## src/rtl/m_code_sliding_correlator.sv

```systemverilog
// Sliding correlator for G2 M-code acquisition: integrates chip matches per window,
// slips the local generator one chip on a failed search window, and tracks lock.
module m_code_sliding_correlator #(
    parameter int CHIP_CLKS   = 3052,
    parameter int SAMPLE_PT   = 1526,
    parameter int INT_CHIPS   = 256,
    parameter int ACC_W       = 9,
    parameter int THRESH      = 224,
    parameter int LOSS_THRESH = 160,
    parameter int MISS_MAX    = 3,
    parameter int MAX_SLIPS   = 2047
) (
    input  logic             clk,
    input  logic             rst,
    input  logic             start,
    input  logic             abort,
    input  logic             m_code,
    input  logic             rx_chip,
    output logic             shift_parse,
    output logic             locked,
    output logic             search_fail,
    output logic             dump_valid,
    output logic [ACC_W-1:0] corr_out,
    output logic [11:0]      slip_cnt
);

    localparam int CNT_W  = $clog2(CHIP_CLKS);
    localparam int IDX_W  = $clog2(INT_CHIPS);
    localparam int MISS_W = $clog2(MISS_MAX + 1);

    localparam logic [CNT_W-1:0]  CNT_LAST  = CNT_W'(CHIP_CLKS - 1);
    localparam logic [CNT_W-1:0]  SAMPLE_AT = CNT_W'(SAMPLE_PT);
    localparam logic [IDX_W-1:0]  IDX_LAST  = IDX_W'(INT_CHIPS - 1);
    localparam logic [ACC_W-1:0]  LOCK_TH   = ACC_W'(THRESH);
    localparam logic [ACC_W-1:0]  LOSS_TH   = ACC_W'(LOSS_THRESH);
    localparam logic [MISS_W-1:0] MISS_LAST = MISS_W'(MISS_MAX - 1);
    localparam logic [11:0]       SLIP_LAST = 12'(MAX_SLIPS - 1);

    typedef enum logic [1:0] {IDLE, SEARCH, SLIP, LOCK} state_t;

    state_t            state, state_nxt;
    logic [CNT_W-1:0]  chip_cnt;
    logic [IDX_W-1:0]  chip_idx;
    logic [ACC_W-1:0]  acc;
    logic [ACC_W-1:0]  corr_now;
    logic [MISS_W-1:0] miss_cnt;
    logic              slip_req;
    logic              match;
    logic              sample;
    logic              dump;
    logic              miss;

    assign match    = m_code ~^ rx_chip;
    assign sample   = ((state == SEARCH) || (state == LOCK)) && (chip_cnt == SAMPLE_AT);
    assign dump     = sample && (chip_idx == IDX_LAST);
    assign corr_now = acc + {{(ACC_W-1){1'b0}}, match};
    assign miss     = corr_now < LOSS_TH;

    assign shift_parse = (state == SLIP);
    assign locked      = (state == LOCK);

    always_ff @(posedge clk or posedge rst) begin
        if (rst) begin
            state <= IDLE;
        end else begin
            state <= state_nxt;
        end
    end

    // A failed search window slips one cycle after its dump strobe; a lost lock does not slip.
    always_comb begin
        state_nxt = state;
        if (abort) begin
            state_nxt = IDLE;
        end else begin
            case (state)
                IDLE:    if (start) state_nxt = SEARCH;
                SEARCH: begin
                    if (dump && (corr_now >= LOCK_TH)) state_nxt = LOCK;
                    else if (slip_req)                 state_nxt = SLIP;
                end
                SLIP:    state_nxt = SEARCH;
                LOCK:    if (dump && miss && (miss_cnt == MISS_LAST)) state_nxt = SEARCH;
                default: state_nxt = IDLE;
            endcase
        end
    end

    always_ff @(posedge clk or posedge rst) begin
        if (rst) begin
            chip_cnt    <= '0;
            chip_idx    <= '0;
            acc         <= '0;
            miss_cnt    <= '0;
            slip_req    <= 1'b0;
            dump_valid  <= 1'b0;
            corr_out    <= '0;
            slip_cnt    <= '0;
            search_fail <= 1'b0;
        end else begin
            dump_valid <= 1'b0;
            slip_req   <= 1'b0;
            if (abort) begin
                chip_cnt <= '0;
                chip_idx <= '0;
                acc      <= '0;
                miss_cnt <= '0;
            end else begin
                case (state)
                    IDLE: begin
                        chip_cnt <= '0;
                        if (start) begin
                            chip_idx    <= '0;
                            acc         <= '0;
                            miss_cnt    <= '0;
                            slip_cnt    <= '0;
                            search_fail <= 1'b0;
                        end
                    end
                    SLIP: begin
                        // Realign with the generator, which clears its chip counter on shift_parse
                        chip_cnt <= '0;
                        chip_idx <= '0;
                        acc      <= '0;
                        if (slip_cnt == SLIP_LAST) begin
                            slip_cnt    <= '0;
                            search_fail <= 1'b1;
                        end else begin
                            slip_cnt <= slip_cnt + 12'd1;
                        end
                    end
                    default: begin
                        chip_cnt <= (chip_cnt == CNT_LAST) ? '0 : chip_cnt + CNT_W'(1);
                        if (dump) begin
                            corr_out   <= corr_now;
                            dump_valid <= 1'b1;
                            acc        <= '0;
                            chip_idx   <= '0;
                            if (state == SEARCH) begin
                                if (corr_now >= LOCK_TH) miss_cnt <= '0;
                                else                     slip_req <= 1'b1;
                            end else if (!miss || (miss_cnt == MISS_LAST)) begin
                                miss_cnt <= '0;
                            end else begin
                                miss_cnt <= miss_cnt + MISS_W'(1);
                            end
                        end else if (sample) begin
                            acc      <= corr_now;
                            chip_idx <= chip_idx + IDX_W'(1);
                        end
                    end
                endcase
            end
        end
    end

endmodule

```

## config.mk

```make
export PLATFORM = sky130hd
export DESIGN_NAME = m_code_sliding_correlator
export DESIGN_NICKNAME = d
export VERILOG_FILES = /design/src/rtl/m_code_sliding_correlator.sv
export SDC_FILE = /design/constraint.sdc
export NUM_CORES = 1
export LEC_CHECK = 0
export BUFFER_PORTS_ARGS = -buffer_cell sky130_fd_sc_hd__buf_2
export CAP_MARGIN = 20
export CORE_ASPECT_RATIO = 2
export CORE_MARGIN = 2
export CORE_UTILIZATION = 32
export DETAILED_ROUTE_END_ITERATION = 10
export PLACE_DENSITY = 0.51
export SLEW_MARGIN = 20
export SYNTH_ARGS = -nofsm -noshare
export SYNTH_HDL_FRONTEND = slang
export SYNTH_SLANG_ARGS = --single-unit
```

## constraint.sdc

```tcl
create_clock -name clk -period 5.6 [get_ports clk]
set_input_delay 1.12 -clock clk [delete_from_list [all_inputs] [get_ports clk]]
set_output_delay 1.12 -clock clk [all_outputs]
set_load 0.03 [all_outputs]
```

# Word-level counts from Yosys, hierarchy flattened
# Index checks and enable logic that the tools add are counted.
totals:
  reg_bits: 57
  word_cells: 94
  output_inout_bits: 25
  in_bits: 6
classes:
  n_eq_ne: 15
  bitwise: 3
  reduce_logical: 19
  magnitude_cmp: 2
  n_addsub: 5
  n_mux: 40
op_table:
  columns: ["operator", "n"]
  rows:
  - ["$mux W12", 5]
  - ["$mux W9", 4]
  - ["$mux W8", 4]
  - ["$add A12 B1 Y12 const B", 2]
  - ["$eq A12 B11 Y1 const B", 2]
  - ["$pmux W12 S2", 1]
  - ["$mux W2", 11]
  - ["$pmux W9 S2", 1]
  - ["$pmux W8 S2", 1]
  - ["$eq A12 B12 Y1 const B", 1]
  - ["$mux W1", 10]
  - ["$add A9 B1 Y9", 1]
  - ["$ge A9 B8 Y1 const B", 1]
  - ["$lt A9 B8 Y1 const B", 1]
  - ["$reduce_and A3 Y1", 3]
  - ["$add A8 B1 Y8 const B", 1]
  - ["$eq A8 B8 Y1 const B", 1]
  - ["$pmux W2 S4", 1]
  - ["$reduce_and A4 Y1", 2]
  - ["$eq A2 B2 Y1 const B", 3]
  - ["$logic_and A1 B1 Y1", 5]
  - ["$reduce_bool A5 Y1", 1]
  - ["$ne A2 B2 Y1 const B", 2]
  - ["$ne A4 B2 Y1 const B", 1]
  - ["17 further kinds", 19]

# Longest topological paths before layout
depth:
  ltp_word: 10
  mapped_depth: 9
  mapped_depth_nobuf: 8

# Worst setup path after synthesis
# Ideal clock, no wire load.
synth_path:
  kind: "input port to flip-flop"
  from: "in rx_chip"
  to: "reg miss_cnt[0]"
  required_ns: 5.475
  setup_time_ns: 0.125
  t_arrival_ns: 2.891
  n_path_buf: 0
  setup_slack_ns: 2.584
  cell_stages: 8
  cell_sequence: "xnor2_1 ha_1 ha_1 nand3_2 o41ai_1 o21ai_1 a32oi_2 mux2_2"
synth_via:
  elab_chain_cells: 10
  word_cells_on_any_way: 13
  classes_between: "add/sub (1); order compare (2); eq/ne (1); mux (5); bitwise (1); reduce/logical (3)"
synth_rtl:
  columns: ["element", "line_no", "rtl"]
  rows:
  - ["start, declared", "18", "input logic rx_chip,"]
  - ["$xnor A1 B1 Y1 *", "53", "assign match = m_code ~^ rx_chip;"]
  - ["$add A9 B1 Y9 *", "56", "assign corr_now = acc + {{(ACC_W-1){1'b0}}, match};"]
  - ["$lt A9 B8 Y1", "57", "assign miss = corr_now < LOSS_TH;"]
  - ["$logic_not A1 Y1", "142", "end else if (!miss || (miss_cnt == MISS_LAST)) begin"]
  - ["$logic_or A1 B1 Y1", "142", null]
  - ["$mux W2", "142", null]
  - ["$mux W2", "139", "if (state == SEARCH) begin"]
  - ["$mux W2", "134", "if (dump) begin"]
  - ["$pmux W2 S2", "109", "case (state)"]
  - ["$mux W2", "103", "if (abort) begin"]
  - ["end signal, assigned", "145", "miss_cnt <= miss_cnt + MISS_W'(1);"]
  - ["end, declared", "46", "logic [MISS_W-1:0] miss_cnt;"]
# Every way passes the cells marked *; elsewhere a longest branch is shown, timed or not. The select of a mux whose other input is x is not followed.
# A chain may end at the register's enable or synchronous reset.

# Worst setup path in the final report
# Same ends and word-level chain as after synthesis.

==> results.json <==
{
  "status": "finished, final reports clean",
  "synth_cells": 335,
  "grt_pass1_wl_mm": 12.2,
  "crit_type": "input port to flop",
  "htree_levels": 3,
  "busiest_layer": "met2",
  "p_leak_nw": 1.67,
  "ctsLongestPathBuffers": 2,
  "dieArea_um2": 10900,
  "dieHeight_um": 145,
  "synth_cell_type_count": 52,
  "via_count": 2537,
  "grtUsageMet2_pct": 25.9,
  "peakVddDrop_mv": 0.204,
  "fin_skew_ns": 0.00791,
  "combPwrFrac_pct": 3.9,
  "yosysWarnings": 0,
  "core_um2": 9760,
  "min_period_ns": 3.00,
  "yosysMostFrequentCell": "dfrtp_1",
  "io_buffer_count": 30,
  "ys_seq_area_share_pct": 44.5,
  "swShare_pct": 21.7,
  "finalHoldViolations": 0,
  "dp_hpwl_mm": 5.19,
  "synthesis.nets": 349,
  "clockRootBuffer": "clkbuf_16",
  "yosys_most_used_dff": "dfrtp_1",
  "die_x_um": 74.7,
  "synthTopCellsByCount": "dfrtp_1 (57), nor2_1 (46), nand2_1 (25)",
  "post_cts_buffers": 0,
  "worst_slack_ns": 2.60,
  "routed_wl_mm": 7.28,
  "vias_per_cell": 5.06,
  "final_nets": 378,
  "grtUsageMet3_pct": 3.32,
  "seq_power_share_pct": 40.4,
  "power_frac_clock_pct": 55.8,
  "cts_made_buffers": 9,
  "ys_ff_latch": 57,
  "worstPathArrival_ns": 3.22,
  "cts_tree": "yes",
  "place_ws_ns": 2.24,
  "cts_num_sinks": 57,
  "drv_cap": 0,
  "start_util_pct": 32.8,
  "powerDensity_nw_per_um2": 276,
  "start_kind": "input port",
  "slew_headroom_pct": 38.5,
  "crit_path_cell_trace": "buf_2 > xnor2_1 > ha_1 > ha_1 > nand3_2 > o41ai_1 > o21ai_1 > a32oi_2 > mux2_2",
  "netlist_area_um2": 3200,
  "grt_antenna_before_repair": 0,
  "crit_slowest_cell": "mux2_2",
  "antenna_cells": 0,
  "fmax_mhz": 334,
  "grt_overflow_total": 0,
  "crit_fanout": 8,
  "synth_area_leaders": "dfrtp_1 (45%), nor2_1 (5.4%), xnor2_1 (4.7%), ha_1 (3.1%), o21ai_0 (3.0%)",
  "cts_resized": 0,
  "drtPass1Iterations": 6,
  "path_clk_slew_ns": 0.05,
  "min-delay-path-class": "flop to flop",
  "wl_per_cell_um": 14.5,
  "end_kind": "flop",
  "min_period_over_period_pct": 53.5,
  "drtAntennaViolNets": 0,
  "use_met1_pct": 15.5,
  "crit_required_ns": 5.82,
  "drt_iter0_drc": 114,
  "drive_gt1_share_pct": 19.8,
  "drcViolationCount": 0,
  "synth-async-reset-ratio_pct": 100,
  "yosysTopAreaCellShare_pct": 44.5,
  "cts_hold_buf": 0,
  "clk_latency_ns": 0.34,
  "grt_max_degree": 58,
  "row_count": 51,
  "switchingPower_mw": 0.224,
  "drv_slew": 0,
  "rsz0062_at_grt": "false",
  "synth_edf_count": 0,
  "areaGrowthSynthToFinish_pct": 17.2,
  "max_slew.worst_pin.slew_ns": 0.922,
  "cpPeakStageDelay_ns": 0.36,
  "synth_largest_area_cell": "dfrtp_1",
  "grt_pass1_vias": 2556,
  "fin_setup_tns_ns": 0,
  "syn_area_per_cell_um2": 9.56,
  "cp_common_cell": "ha_1",
  "setup-violations-final": 0,
  "routabilityCongestion": 0.792,
  "io_pins": 31,
  "track_usage_pct": 14.6,
  "p_int_mw": 0.811
}
[through the flow]
stage	instance area [µm²]	hold slack, ns	std cells	utilization (%)	power [mW]
after floorplan	3200	0.456	335	-	0.454
after global placement	3440	0.472	485	35.2	0.466
after detailed placement	3440	0.484	485	35.2	0.467
after CTS	3750	0.495	501	38.4	1.05
after global routing	3750	0.508	501	38.4	1.07
final	3750	0.490	501	38.4	1.04
[power by group through the flow]
stage | Combinational, mW | Sequential, mW | Clock, mW
finish | 0.0399 | 0.418 | 0.577
global route | 0.0463 | 0.418 | 0.608
CTS | 0.0417 | 0.418 | 0.591
detailed placement | 0.0418 | 0.425 | 0
global placement | 0.0409 | 0.425 | 0
floorplan | 0.0303 | 0.423 | 0
[registers in the layout (all words and copies together) (netlist names)]
register,cells
chip_cnt,12
slip_cnt,12
acc,9
corr_out,9
chip_idx,8
miss_cnt,2
state,2
dump_valid,1
search_fail,1
slip_req,1
[cell families (layout without fill, tap and decap cells)]
group,count (synthesis),in the layout,synth area share (%)
xor+xnor,21,21,5.74
fa+ha+maj,8,8,3.13
flops,57,57,44.5
mux,7,7,2.42
compound gates,71,71,15.3
buf+inv,28,62,4.49
simple gates,143,143,24.4
[layout make-up]
cell class | instances | area [µm²]
Multi-Input combinational cell | 250 | 1630
Inverter | 14 | 52.6
Clock buffer | 9 | 225
Timing Repair Buffer | 32 | 165
Fill cell | 991 | 6010
Sequential cell | 57 | 1430
Tap cell | 132 | 165
Clock inverter | 7 | 85.1
[worst max-delay path: cells and delay by family]
family,cells,cell delay (ns)
multiplexers,1,0.36
adder cells (fa/ha/maj),2,0.50
buffers and inverters,1,0.10
AO/OA/AOI/OAI,3,0.79
XOR/XNOR,1,0.14
AND/OR/NAND/NOR,1,0.20
[metal layers]
layer	vias to the layer above	routed length [µm]	share of wire (%)
met1	1234	2820	39
met4	0	184	2.5
met3	13	241	3.3
met5	-	0	0
met2	37	4040	55
li1	1253	-	-
[cells in the final DEF, fill, tap and decap left out, types with 10 or more instances in the layout]
cell type   n
a21oi_1    14
and3_1     10
buf_2      30
dfrtp_1    57
inv_1      13
nand2_1    25
nand3_1    15
nor2_1     46
o21ai_0    19
xnor2_1    17
[worst paths after layout]
kind,start,endpoint,slack (ns),cells after the start
max,rx_chip,miss_cnt[0],2.60,9
min,acc[0],acc[0],0.49,2
max reg2reg,chip_idx[0],corr_out[0],3.13,5
min reg2reg,acc[0],acc[0],0.49,2
max in group asynchronous,rst,acc[0],4.11,3
min in group asynchronous,rst,slip_cnt[7],1.01,3
Note: power is estimated with default switching activity, not from simulation.
